==> src/rtl/core_load_unit.sv <==
// ---------------------------------------------------------------------------
// core_load_unit
//
// Executes one RISC-V style load (LB/LH/LW/LBU/LHU) per START strobe: checks
// alignment and type, issues a word-aligned memory read, extracts and extends
// the addressed byte/half-word, and writes the result to the register file.
// Illegal loads and loads whose memory read times out end in a one-cycle ERR.
//
// Ports
//   CLK        single clock, rising edge
//   RST        asynchronous, active-high reset
//   START      load request strobe (sampled only when idle)
//   FUNCT3     load type: 000 LB, 001 LH, 010 LW, 100 LBU, 101 LHU
//   ADDR       effective byte address, captured with START
//   RD         destination register index, captured with START
//   MEM_REQ    memory read request, held until MEM_ACK
//   MEM_ADDR   word-aligned read address
//   MEM_ACK    MEM_RDATA valid this cycle
//   MEM_RDATA  little-endian read word
//   AWVALID    register-file write strobe (suppressed for RD == 0)
//   AWADDR     register-file write index
//   WDATA      register-file write data
//   BUSY       high whenever a load is in flight
//   DONE       one-cycle pulse on successful completion
//   ERR        one-cycle pulse on an aborted load
// ---------------------------------------------------------------------------
module core_load_unit #(
    parameter int TIMEOUT_CYCLES = 255   // REQ cycles without MEM_ACK before abort, 1..255
) (
    input  logic        CLK,
    input  logic        RST,
    input  logic        START,
    input  logic [2:0]  FUNCT3,
    input  logic [31:0] ADDR,
    input  logic [4:0]  RD,
    output logic        MEM_REQ,
    output logic [31:0] MEM_ADDR,
    input  logic        MEM_ACK,
    input  logic [31:0] MEM_RDATA,
    output logic        AWVALID,
    output logic [4:0]  AWADDR,
    output logic [31:0] WDATA,
    output logic        BUSY,
    output logic        DONE,
    output logic        ERR
);

    localparam logic [2:0] F3_LB  = 3'b000;
    localparam logic [2:0] F3_LH  = 3'b001;
    localparam logic [2:0] F3_LW  = 3'b010;
    localparam logic [2:0] F3_LBU = 3'b100;
    localparam logic [2:0] F3_LHU = 3'b101;

    // Last counter value tolerated in REQ before the load is aborted.
    localparam logic [7:0] CNT_LAST = 8'(TIMEOUT_CYCLES - 1);

    typedef enum logic [1:0] {
        ST_IDLE,
        ST_REQ,
        ST_WB,
        ST_FAULT
    } state_t;

    state_t      state_q, state_d;
    logic [7:0]  cnt_q, cnt_d;
    logic [2:0]  funct3_q;
    logic [1:0]  lo_q;         // byte offset within the word
    logic [4:0]  rd_q;
    logic        capture;

    // Next values of the registered outputs.
    logic        mem_req_d;
    logic [31:0] mem_addr_d;
    logic        awvalid_d;
    logic [4:0]  awaddr_d;
    logic [31:0] wdata_d;
    logic        busy_d;
    logic        done_d;
    logic        err_d;

    // Type and alignment legality of a load.
    function automatic logic load_legal(input logic [2:0] f3, input logic [1:0] lo);
        logic ok;
        case (f3)
            F3_LB, F3_LBU: ok = 1'b1;
            F3_LH, F3_LHU: ok = ~lo[0];
            F3_LW:         ok = (lo == 2'b00);
            default:       ok = 1'b0;
        endcase
        return ok;
    endfunction

    // Select the addressed lane of the read word and extend it to 32 bits.
    function automatic logic [31:0] extract(input logic [2:0] f3, input logic [1:0] lo,
                                            input logic [31:0] word);
        logic [7:0]  b;
        logic [15:0] h;
        logic [31:0] r;
        case (lo)
            2'd0:    b = word[7:0];
            2'd1:    b = word[15:8];
            2'd2:    b = word[23:16];
            default: b = word[31:24];
        endcase
        h = lo[1] ? word[31:16] : word[15:0];
        case (f3)
            F3_LB:   r = {{24{b[7]}}, b};
            F3_LH:   r = {{16{h[15]}}, h};
            F3_LBU:  r = {24'd0, b};
            F3_LHU:  r = {16'd0, h};
            default: r = word;
        endcase
        return r;
    endfunction

    assign capture = (state_q == ST_IDLE) && START;

    // -----------------------------------------------------------------------
    // State and output registers
    // -----------------------------------------------------------------------
    // NOTE: every register here uses non-blocking assignment so all flops
    // update from the same pre-edge values, whatever the statement order.
    always_ff @(posedge CLK or posedge RST) begin
        if (RST) begin
            state_q  <= ST_IDLE;
            cnt_q    <= 8'd0;
            funct3_q <= 3'd0;
            lo_q     <= 2'd0;
            rd_q     <= 5'd0;
            MEM_REQ  <= 1'b0;
            MEM_ADDR <= 32'd0;
            AWVALID  <= 1'b0;
            AWADDR   <= 5'd0;
            WDATA    <= 32'd0;
            BUSY     <= 1'b0;
            DONE     <= 1'b0;
            ERR      <= 1'b0;
        end else begin
            state_q  <= state_d;
            cnt_q    <= cnt_d;
            if (capture) begin
                funct3_q <= FUNCT3;
                lo_q     <= ADDR[1:0];
                rd_q     <= RD;
            end
            MEM_REQ  <= mem_req_d;
            MEM_ADDR <= mem_addr_d;
            AWVALID  <= awvalid_d;
            AWADDR   <= awaddr_d;
            WDATA    <= wdata_d;
            BUSY     <= busy_d;
            DONE     <= done_d;
            ERR      <= err_d;
        end
    end

    // -----------------------------------------------------------------------
    // Next-state logic
    // -----------------------------------------------------------------------
    // NOTE: defaults at the top of each combinational block guarantee every
    // signal is assigned on every path, so no latches are inferred.
    always_comb begin
        state_d = state_q;
        cnt_d   = cnt_q;
        case (state_q)
            ST_IDLE: begin
                if (START) begin
                    cnt_d   = 8'd0;
                    state_d = load_legal(FUNCT3, ADDR[1:0]) ? ST_REQ : ST_FAULT;
                end
            end
            ST_REQ: begin
                // An acknowledge in the final allowed cycle still completes.
                if (MEM_ACK) begin
                    state_d = ST_WB;
                end else if (cnt_q == CNT_LAST) begin
                    state_d = ST_FAULT;
                end else begin
                    cnt_d = cnt_q + 8'd1;
                end
            end
            ST_WB:    state_d = ST_IDLE;
            ST_FAULT: state_d = ST_IDLE;
            default:  state_d = ST_IDLE;
        endcase
    end

    // -----------------------------------------------------------------------
    // Output logic: decoded from the next state so the outputs leave flops
    // in the same cycle the state does.
    // -----------------------------------------------------------------------
    always_comb begin
        mem_req_d  = (state_d == ST_REQ);
        busy_d     = (state_d != ST_IDLE);
        done_d     = (state_d == ST_WB);
        err_d      = (state_d == ST_FAULT);
        awvalid_d  = (state_d == ST_WB) && (rd_q != 5'd0);
        mem_addr_d = MEM_ADDR;
        awaddr_d   = AWADDR;
        wdata_d    = WDATA;
        if (capture) begin
            mem_addr_d = {ADDR[31:2], 2'b00};
        end
        // Result is latched on the acknowledge and presented during WB.
        if ((state_q == ST_REQ) && (state_d == ST_WB)) begin
            awaddr_d = rd_q;
            wdata_d  = extract(funct3_q, lo_q, MEM_RDATA);
        end
    end

endmodule

==> config.mk <==
export PLATFORM = sky130hd
export DESIGN_NAME = core_load_unit
export DESIGN_NICKNAME = d
export VERILOG_FILES = /design/src/rtl/core_load_unit.sv
export SDC_FILE = /design/constraint.sdc
export NUM_CORES = 1
export LEC_CHECK = 0
export CAP_MARGIN = 20
export CORE_ASPECT_RATIO = 1.5
export CORE_MARGIN = 2
export CORE_UTILIZATION = 44
export CTS_CLUSTER_SIZE = 10
export DETAILED_ROUTE_END_ITERATION = 7
export GPL_ROUTABILITY_DRIVEN = 0
export GPL_TIMING_DRIVEN = 0
export MAX_ROUTING_LAYER = met4
export PLACE_DENSITY = 0.8
export SYNTH_ARGS = -nofsm -noshare
export SYNTH_HDL_FRONTEND = slang
export SYNTH_SLANG_ARGS = --single-unit
export TNS_END_PERCENT = 5
==> constraint.sdc <==
create_clock -name CLK -period 3.5 [get_ports CLK]
set_clock_uncertainty 0.2 [all_clocks]
set_input_delay 0.35 -clock CLK [delete_from_list [all_inputs] [get_ports CLK]]
set_output_delay 0.35 -clock CLK [all_outputs]
set_load 0.01 [all_outputs]
==> run summary, run 1 <==
status - complete, no violations
Antenna Nets Post-Route - 0
clock sinks - 92
CTS root buf - clkbuf_16
LEAKAGE - 2.75 nW
P_int - 0.00329 W
Post-Syn Area - 0.00404 mm²
largest area contributor in the netlist - dfrtp_1
via count - 3667
Yosys top cell area share - 0.569
worst r2r path cells - 5
Worst R2R End - MEM_ADDR[22]
# rows - 42
Total Routed Length - 11100 µm
Area Growth Syn to Fin - 48.1%
CP Capture Point - MEM_ADDR[22]
crit path max fanout - 10
worst reg2reg setup slack - 1.62 ns
combinational share of power - 0.453
worst skew pair latency - 0.33 ns
placed insts - 693
synth warn - 0
achievable frequency - 0.523 GHz
# setup viols final - 0
core area - 0.00888 mm²
DRC errors left - 0
most common cell after layout, fill and taps aside - nand2_1
Critical R2R Launch - state_q[1]
Post-CTS Hold Buffers - 0
post-synthesis async set-or-reset flop share - 1.00
initial antenna violation count - 0
commonest cells after routing, fill and taps aside - nand2_1 (178), clkdlybuf4s50_1 (147), dfrtp_1 (92)
initial cell density of the core - 0.455
synth top area cells - dfrtp_1 (57%), nand2_1 (17%), o21ai_0 (2.6%)
DR WL/cell - 15.6 µm
Seq/Total Area, Yosys - 0.569
Cell variety after synth - 43
crit share post-route - 0.546
CP Capture Type - register
CTS tree - yes
Power Dens Cells - 854 mW/mm²
DIE HEIGHT - 121 µm
nets@finish - 672
final hold viol count - 0
Main synth FF type - dfrtp_1
first-pass GRT wire length - 17600 µm
IO buf count - 147
post-DP HPWL - 8390 µm
largest net degree at the start of global routing - 53
Final Non-Filler Cells - 708
CP Data Arrival Time - 1.99 ns
layout cells sized above 1 - 0.0903
Pins Over Slew Limit - 0
startpoint types - input port
Antenna diodes - 0
Period minus WS final - 1.91 ns
post-CTS setup buffer count - 0
post-route cell area - 0.00599 mm²
CTS Buf Count - 9
Hold WC Path Type - input port to asynchronous set/reset pin
Total GRT Usage - 0.237
Clock Pin Slew Worst Setup and Hold Paths - 0.06 ns
Crit path required time - 3.58 ns
Top-Level Pins - 150
area post-placement - 0.00569 mm²
Post-Synthesis Cells - 434
Switch Pwr - 0.00182 W
Resized Gates After CTS - 0
Clk network pwr share - 0.192
sequential share of power - 0.355
Die ar. - 0.00999 mm²
Final Util - 0.674
RSZ-0062 raised after global routing - no
initial DRC count - 246
VDD IR max - 0.458 mV
Max Buffers Root-to-Sink - 2
router iterations before antenna repair - 7
H-tree Lvls - 3
Max-slew headroom - 0.637
Die X - 82.3 µm
CP startpoint - START
Via density - 5.18
grt ovf - 0
worst-margin pin slew - 0.540 ns
sw frac - 0.356
vias in the first global route - 3671
critical path class - input port to register
total of max-cap violations - 0
number of synthesized flops with an enable pin - 0
Synth Area per Inst - 9.31 µm²
synthesis-stage register bit count - 92
==> flip-flops by register name, indices dropped and copies added (netlist names) <==
register	flops
WDATA	32
MEM_ADDR	30
cnt_q	8
AWADDR	5
rd_q	5
funct3_q	3
lo_q	2
state_q	2
AWVALID	1
BUSY	1
DONE	1
ERR	1
MEM_REQ	1
==> worst min-delay path by stage <==
stage	startpoint	end	slack, ns
6_report	RST	MEM_ADDR[4]	0.22
5_1_grt	RST	MEM_ADDR[3]	0.28
4_1_cts	RST	MEM_ADDR[4]	0.24
3_5_place_dp	MEM_ADDR[30]	MEM_ADDR[30]	0.26
3_3_place_gp	MEM_ADDR[21]	MEM_ADDR[21]	0.26
2_1_floorplan	ADDR[10]	MEM_ADDR[10]	0.26
==> worst max-delay path, stage by stage <==
cell             delay [ns]
clkdlybuf4s50_1        0.48
nor3b_1                0.29
buf_2                  0.29
buf_1                  0.39
nand2_1                0.12
nand2_1                0.07
==> power by group through the flow <==
stage          registers (W)  logic (W)  clock network, W
2_1_floorplan        0.00198   0.000967                 0
3_3_place_gp         0.00181    0.00227                 0
3_5_place_dp         0.00183    0.00233                 0
4_1_cts              0.00182    0.00234          0.000993
5_1_grt              0.00187    0.00255           0.00104
6_report             0.00182    0.00232          0.000981
==> metrics by stage <==
step / total power (W) / setup TNS [ns] / setup slack [ns] / hold slack, ns
after global placement: 0.00408 / -71.84 / -0.783 / 0.259
final: 0.00511 / 0 / 1.59 / 0.219
after global routing: 0.00547 / 0 / 1.44 / 0.283
after CTS: 0.00515 / 0 / 1.54 / 0.240
after floorplan: 0.00295 / 0 / 0.558 / 0.255
after detailed placement: 0.00417 / 0 / 1.19 / 0.264
==> cells by family (layout without fill, tap and decap cells) <==
group	Yosys count	count (layout)	share of synthesized area
buffers and inverters	31	194	0.0368
and+or+nand+nor	226	226	0.228
xor gates and xnor gates	2	2	0.00433
other	1	2	0.000928
DFF	92	92	0.569
adders and majority gates	2	2	0.00619
muxes	13	13	0.0350
AOI/OAI and AO/OA	67	67	0.119
==> per-layer routing <==
layer	vias up	wire [µm]	GRT usage
met5	-	0	-
met3	18	691	0.0409
met1	1755	4270	0.273
li1	1749	-	-
met4	0	274	0.0854
met2	145	5820	0.406
==> cells in the mapped netlist (all sizes together), types with 2 or more instances <==
master and number:
dfrtp 92, a22oi 8, mux2i 4, nor2 25
nor3 2, nor3b 2, o31a 2, nand2b 3
and2 2, nand3 5, nand2 178, mux2 9
o211ai 3, xor2 2, o21ai 23, a222oi 7
inv 6, a21oi 20, ha 2, clkbuf 10
buf 14, nand4 2
==> area by class of cell <==
cell class,count,area (µm²)
multi-input cells,312,1600
inverters,7,30.0
plain buffers,24,121
repair buffers,148,1500
well taps,110,138
clock inverters,4,48.8
fillers,693,2890
flip-flops and latches,92,2300
clock buffers,11,253
No activity file was read; power rests on OpenSTA's default activity.
==> run 2, diff against run 1 <==
clock period = 1.9 ns   (was 3.5 ns; I/O delays follow)
==> run summary, run 2 (synthesis results as in run 1) <==
status - complete, no violations (unchanged)
DRC errors left - 0 (unchanged)
H-tree Lvls - 3 (unchanged)
Area Growth Syn to Fin - 49.1% (was 48.1%)
Setup Total Neg Slack - 0 ns (unchanged)
post-CTS setup buffer count - 0 (unchanged)
crit share post-route - 0.965
crit-path cells - nand2b_1, or2_1, clkinv_2, o31a_4, buf_8, a21oi_2 (was clkdlybuf4s50_1, nor3b_1, buf_2, buf_1, nand2_1, nand2_1)
Worst Path Buf+Inv - 2 (was 3)
Via density - 5.24 (was 5.18)
Die ar. - 0.00999 mm² (unchanged)
Die X - 82.3 µm (unchanged)
achievable frequency - 0.545 GHz
sw frac - 0.363 (was 0.356)
DR WL/cell - 16.2 µm (was 15.6 µm)
startpoint types - register (was input port)
Power Dens Cells - 1580 mW/mm² (was 854 mW/mm²)
sequential share of power - 0.353 (was 0.355)
Crit path required time - 1.93 ns (was 3.58 ns)
vias in the first global route - 3847 (was 3671)
Top-Level Pins - 150 (unchanged)
Total GRT Usage - 0.246 (was 0.237)
Clk network pwr share - 0.193 (was 0.192)
CP Capture Type - register (unchanged)
CTS tree - yes (unchanged)
register bank with the most flops - WDATA (unchanged)
Pins Over Slew Limit - 0 (unchanged)
Max Buffers Root-to-Sink - 2 (unchanged)
CP Data Arrival Time - 1.86 ns (was 1.99 ns)
final hold viol count - 0 (unchanged)
area post-placement - 0.00570 mm² (was 0.00569 mm²)
initial cell density of the core - 0.455 (unchanged)
fillers - 694 (was 693)
Antenna diodes - 0 (unchanged)
crit path max fanout - 10 (unchanged)
Max-slew headroom - 0.579 (was 0.637)
initial antenna violation count - 0 (unchanged)
critical path class - register to register (was input port to register)
post-DP HPWL - 8560 µm (was 8390 µm)
VDD IR max - 0.926 mV (was 0.458 mV)
clock sinks - 92 (unchanged)
combinational share of power - 0.454 (was 0.453)
via count - 3721 (was 3667)
multi-input logic area - 0.00160 mm² (about the same)
commonest cells after routing, fill and taps aside - nand2_1 (178), clkdlybuf4s50_1 (147), dfrtp_1 (90) (was nand2_1 (178), clkdlybuf4s50_1 (147), dfrtp_1 (92))
router iterations before antenna repair - 5 (was 7)
most common cell after layout, fill and taps aside - nand2_1 (unchanged)
Largest delay share family, worst path - simple AND/OR/NAND/NOR gates (was buffers and inverters)
register area - 0.00230 mm² (about the same)
total of max-cap violations - 0 (unchanged)
core area - 0.00888 mm² (unchanged)
CP peak stage delay - 0.45 ns (was 0.48 ns)
DR top layer - met4 (unchanged)
RSZ-0062 raised after global routing - yes (was no)
DIE HEIGHT - 121 µm (unchanged)
CTS root buf - clkbuf_16 (unchanged)
CP max-delay cell - dfrtp_2 (was clkdlybuf4s50_1)
largest net degree at the start of global routing - 37 (was 53)
Antenna Nets Post-Route - 0 (unchanged)
initial DRC count - 289 (was 246)
met1 wire length - 4220 µm (was 4270 µm)
first-pass GRT wire length - 18200 µm (was 17600 µm)
Largest register FFs - 32 (unchanged)
Hold WC Path Type - input port to asynchronous set/reset pin (unchanged)
metal3 WL - 939 µm (was 691 µm)
post-route cell area - 0.00603 mm² (was 0.00599 mm²)
nets@finish - 673 (was 672)
IO buf count - 147 (unchanged)
worst-margin pin slew - 0.630 ns (was 0.540 ns)
LEAKAGE - 2.76 nW (was 2.75 nW)
Period minus WS final - 1.83 ns
CTS Buf Count - 9 (unchanged)
layout cells sized above 1 - 0.103 (was 0.0903)
P_int - 0.00607 W (was 0.00329 W)
Clock Pin Slew Worst Setup and Hold Paths - 0.07 ns (was 0.06 ns)
worst skew pair latency - 0.34 ns (was 0.33 ns)
Switch Pwr - 0.00346 W (was 0.00182 W)
met2 WL - 6020 µm (was 5820 µm)
# setup viols final - 0 (unchanged)
# rows - 42 (unchanged)
grt ovf - 0 (unchanged)
Total Routed Length - 11500 µm (was 11100 µm)
biggest regs - WDATA: 32 flops, MEM_ADDR: 30 flops, cnt_q: 8 flops (unchanged)
==> run 2: changes by cell type in the layout (fill, tap and decap cells not counted), moves of 2 or more <==
cell	change
clkbuf_2	+3
buf_1	-2
buf_12	+2
clkinvlp_4	+2
dfrtp_1	-2
dfrtp_2	+2
==> run 2: per-layer routing <==
metal,track usage,vias up
met2,0.423,184
met1,0.276,1759
li1,-,1752
met5,-,-
met4,0.107,0
met3,0.0387,26
==> run 2: final timing paths <==
check | start | cells after the start | end | slack (ns)
hold reg to reg | MEM_ADDR[8] | 2 | MEM_ADDR[8] | 0.28
hold / removal | RST | 2 | WDATA[14] | 0.07
max in group asynchronous | RST | 4 | WDATA[0] | 0.61
setup reg to reg | state_q[1] | 6 | WDATA[25] | 0.07
min in group CLK | ADDR[14] | 3 | MEM_ADDR[14] | 0.17
setup / recovery | state_q[1] | 6 | WDATA[25] | 0.07
==> run 2: power groups by stage <==
stage	sequential, W	clock [W]	combinational, W
after floorplan	0.00366	0	0.00178
after global placement	0.00334	0	0.00416
after detailed placement	0.00338	0	0.00430
after CTS	0.00336	0.00187	0.00434
after global routing	0.00345	0.00196	0.00473
final	0.00336	0.00184	0.00433
==> run 2: worst reg2reg max path, stage by stage, from the launching register on <==
cell and delay (ns):
dfrtp_2 0.45, nand2b_1 0.19, or2_1 0.27, clkinv_2 0.13, o31a_4 0.24, buf_8 0.17
a21oi_2 0.07
==> run 2: layout make-up <==
class,instances,area share
clock inverter,6,0.0118
clock buffer,10,0.0397
sequential,92,0.382
timing repair buffer,149,0.251
inverter,7,0.00519
tap,110,0.0228
multi-input combinational,312,0.266
buffer,24,0.0218
==> run 2: timing repair <==
action                                  in CTS  in global routing
endpoints found under the setup margin       0                 47
resized for setup                            0                 10
hold buffers                                 0                  0
==> run 2: stage by stage <==
step / total power [W] / cells / setup slack (ns) / hold slack (ns) / util
after global routing: 0.0101 / 710 / -0.0334 / 0.128 / 0.679
after detailed placement: 0.00768 / 694 / -0.229 / 0.266 / 0.642
after floorplan: 0.00544 / 435 / 0.241 / 0.0954 / -
after global placement: 0.00750 / 692 / -0.516 / 0.259 / 0.637
after CTS: 0.00957 / 710 / 0.0112 / 0.0873 / 0.677
final: 0.00953 / 710 / 0.0664 / 0.0731 / 0.679
==> RTL edit 1: new RTL, config.mk and constraints of run 2 <==
Put one more register stage on the output `ERR`, cleared by the reset. The value now appears one clock later. The other outputs are not delayed to match. Comments in the files are not updated.
--- a/src/rtl/core_load_unit.sv
+++ b/src/rtl/core_load_unit.sv
@@ -63,2 +63,4 @@
 
+    logic ERR_s0;
+
     state_t      state_q, state_d;
@@ -136,3 +138,3 @@
             DONE     <= 1'b0;
-            ERR      <= 1'b0;
+            ERR_s0   <= 1'b0;
         end else begin
@@ -152,3 +154,3 @@
             DONE     <= done_d;
-            ERR      <= err_d;
+            ERR_s0   <= err_d;
         end
@@ -210,2 +212,10 @@
 
+    always_ff @(posedge CLK or posedge RST) begin
+        if (RST) begin
+            ERR <= '0;
+        end else begin
+            ERR <= ERR_s0;
+        end
+    end
+
 endmodule
Formal check against the unedited RTL: not equivalent (Yosys sat finds a counterexample within 4 cycles, from zero or initial values and one cycle with RST high).
==> RTL edit 1 against run 2 <==
- the run now fails in 5_2_route
- global-route usage decreased by 0.80 points
- area after synthesis up 0.62%
==> RTL edit 1: results (changes against run 2) <==
grt_pass1_wl_um: 17600  # -3.6%
async_flop_share: 1.00  # unchanged
crit_endpoint: "WDATA[4]$_DFFE_PP0P_/D"
dp_hpwl_um: 8450  # -1.3%
cts-buffers-inserted: 9  # unchanged
root_buffer: "clkbuf_16"
yosysWarnings: 0  # unchanged
io_buffers: 147  # unchanged
antenna_found_initial: 0  # unchanged
seq_area_frac_synth: 0.572  # +0.00265
stop_error: "[ERROR DRT-0255] Maze Route cannot find path of net CLK in worker of routeBox ( 48300 96600 ) ( 82505 121760 )."
htree_levels: 3  # unchanged
synth_cell_types: 43  # unchanged
yosys-top-cells-area: "dfrtp_1, nand2_1, o21ai_0"
yosys_register_bits: 93  # +1.1%
post_cts_buffers: 0  # unchanged
outcome: "stopped before the end"
grt_max_degree: 44  # +19%
lastStage: "5_2_route"
grt_pass1_vias: 3775  # -1.9%
netlist_top_cells_count: "nand2_1, dfrtp_1, nor2_1, o21ai_0"
clockBufferDepth: 2  # unchanged
worstEndpointType: "register data pin"
gr-usage-all-layers: 0.238  # -0.00804
place_ws_ps: -141  # +87.7 ps
==> RTL edit 1: cell types whose count changed after synthesis <==
cell     change
dfrtp_1      +1
==> RTL edit 1: per-layer routing <==
layer  GRT usage
met4       0.136
met2       0.397
met3      0.0400
met1       0.263
met5           -
==> RTL edit 1: per-stage QoR <==
stage               utilization  hold WS [ps]  cells  setup TNS, ps  area (sq um)
floorplan                     -          95.4    436              0          4080
detailed placement        0.626           137    697          -4730          5730
CTS                       0.662          32.6    713              0          6060
global placement          0.622           138    695         -55950          5690
global route              0.664          55.6    713              0          6070
==> RTL edit 1: kinds of logic after synthesis <==
group	count (synthesis)	share of synthesized area
flops	93	0.572
simple gates	226	0.226
compound gates	67	0.119
fa+ha+maj	2	0.00615
other cells	1	0.000922
buf+inv	31	0.0366
xor+xnor	2	0.00431
mux	13	0.0348
==> RTL edit 1: timing repair <==
action | CTS | global route
pin swaps | 0 | 1
gates resized for setup | 2 | 7
endpoints found under the setup margin | 1 | 48
==> RTL edit 2: new RTL, settings of run 2 <==
Made on the original files. `TIMEOUT_CYCLES`: 255 -> 191.
--- a/src/rtl/core_load_unit.sv
+++ b/src/rtl/core_load_unit.sv
@@ -27,3 +27,3 @@
 module core_load_unit #(
-    parameter int TIMEOUT_CYCLES = 255   // REQ cycles without MEM_ACK before abort, 1..255
+    parameter int TIMEOUT_CYCLES = 191   // REQ cycles without MEM_ACK before abort, 1..255
 ) (
Behaviour: no difference found for any inputs over 10 cycles, from zero or initial values and one cycle with RST high; that may be too few to reach the edited logic, so the function may still have changed.
==> RTL edit 2 against run 2 <==
- the flow now finishes with violations (negative setup slack)
- sequential power hardly changed
- final area is 0.33% higher
- total power is 1.8% higher
- via count is 0.46% lower
- combinational power is 0.9% lower
- routed wire length is 3.2% lower
- global-route usage is 0.22 points higher
- worst setup slack worse by 87 ps
- area after synthesis is 2.1% lower
- worst hold slack better by 99 ps
- synthesized cell count is 0.23% lower
- sequential cell count stayed put
- critical path type unchanged
- largest cell class unchanged
==> RTL edit 2: results (changes against run 2) <==
via_per_inst: 5.20  # -0.74%
start_util: 0.451  # -0.00424
place_ws_ps: -293  # -63.8 ps
cp.arrival_ps: 1930  # +70 ps
yosys-top-cells-area: "dfrtp_1, nand2_1, o21ai_0"
post_dp_cell_area_sq_um: 5610  # -1.5%
dp_hpwl_um: 8300  # -3.0%
grt_pass1_vias: 3953  # +2.8%
drt_pass1_iterations: 6  # +1
gr-usage-all-layers: 0.248  # +0.00223
dp.cells: 693  # -0.14%
fin_setup_tns_ps: -77.5  # -77.5 ps
drt_iter0_markers: 192  # -34%
fill_cells: 677  # -2.4%
netlist_top_cells_count: "nand2_1, dfrtp_1, nor2_1, o21ai_0, a21oi_1"
vias: 3704  # -0.46%
ir_worst_vdd_uv: 870  # -6.0%
max_slew_margin: 0.661  # +0.0816
seq_area_frac_synth: 0.582  # +0.0122
setup_viol: 10  # +10
grt_max_degree: 43  # +16%
final_nets: 675  # +0.30%
fin_ws_ps: -20.1  # -86.5 ps
drive_gt1_frac: 0.0930  # -0.0103
outcome: "complete, but fails checks"
violations: "negative setup slack"
p_leak_nw: 2.78  # +0.59%
grt_pass1_wl_um: 18000  # -1.5%
synth_compound_area_frac: 0.110  # -0.00913
synth_xor_area_frac: 0.00443  # +0.0000932
yosys-mux-area-fraction: 0.0332  # -0.00178
==> RTL edit 2: area by class of cell <==
type                       instances  share of cell area
sequential                        92               0.381
multi-input combinational        311               0.258
timing repair buffer             152               0.254
clock buffer                       9              0.0372
tap                              110              0.0228
buffer                            24              0.0211
clock inverter                     7              0.0203
inverter                           7             0.00497
==> RTL edit 2: repair_timing <==
action                                 in CTS  in global routing
setup buffers                               2                  0
setup endpoints to repair                  34                 54
resized for setup                           9                 13
hold buffers                                1                  0
pin swaps                                   0                  1
endpoints found under the hold margin       8                  0
==> RTL edit 2: logic make-up after synthesis <==
kind of cell,after synthesis
simple gates,224
xor+xnor,2
fa+ha+maj,2
buf+inv,31
flops,92
other cells,1
compound gates,69
mux,12
==> RTL edit 2: path summary, 6_finish.rpt <==
check,to,depth (start not counted),slack [ps]
worst max-delay path,WDATA[0],6,-20
worst min-delay path,MEM_ADDR[23],3,170
worst max register to register,WDATA[0],6,-20
worst min register to register,MEM_ADDR[23],2,270
max in group asynchronous,WDATA[2],4,470
min in group asynchronous,WDATA[11],3,540
==> RTL edit 2: report_power, final <==
part	switching, mW	internal, mW	total, mW
Combinational	2.12	2.17	4.29
Sequential	0.540	2.83	3.37
Clock	0.752	1.29	2.04
Total	3.41	6.29	9.70
==> RTL edit 2: per-layer routing <==
layer,GRT usage,vias to the layer above,part of all wire,routed length (um)
met2,0.413,188,0.50,5570
li1,-,1756,-,-
met5,-,-,0,0
met1,0.265,1734,0.38,4260
met3,0.0684,26,0.081,904
met4,0.124,0,0.036,403
==> RTL edit 2: worst max-delay path: stages, from the launching register on <==
cell,delay [ps]
dfrtp_2,470
nand2b_1,200
or2_2,340
buf_2,210
buf_2,210
nand2_1,80
o21ai_0,80
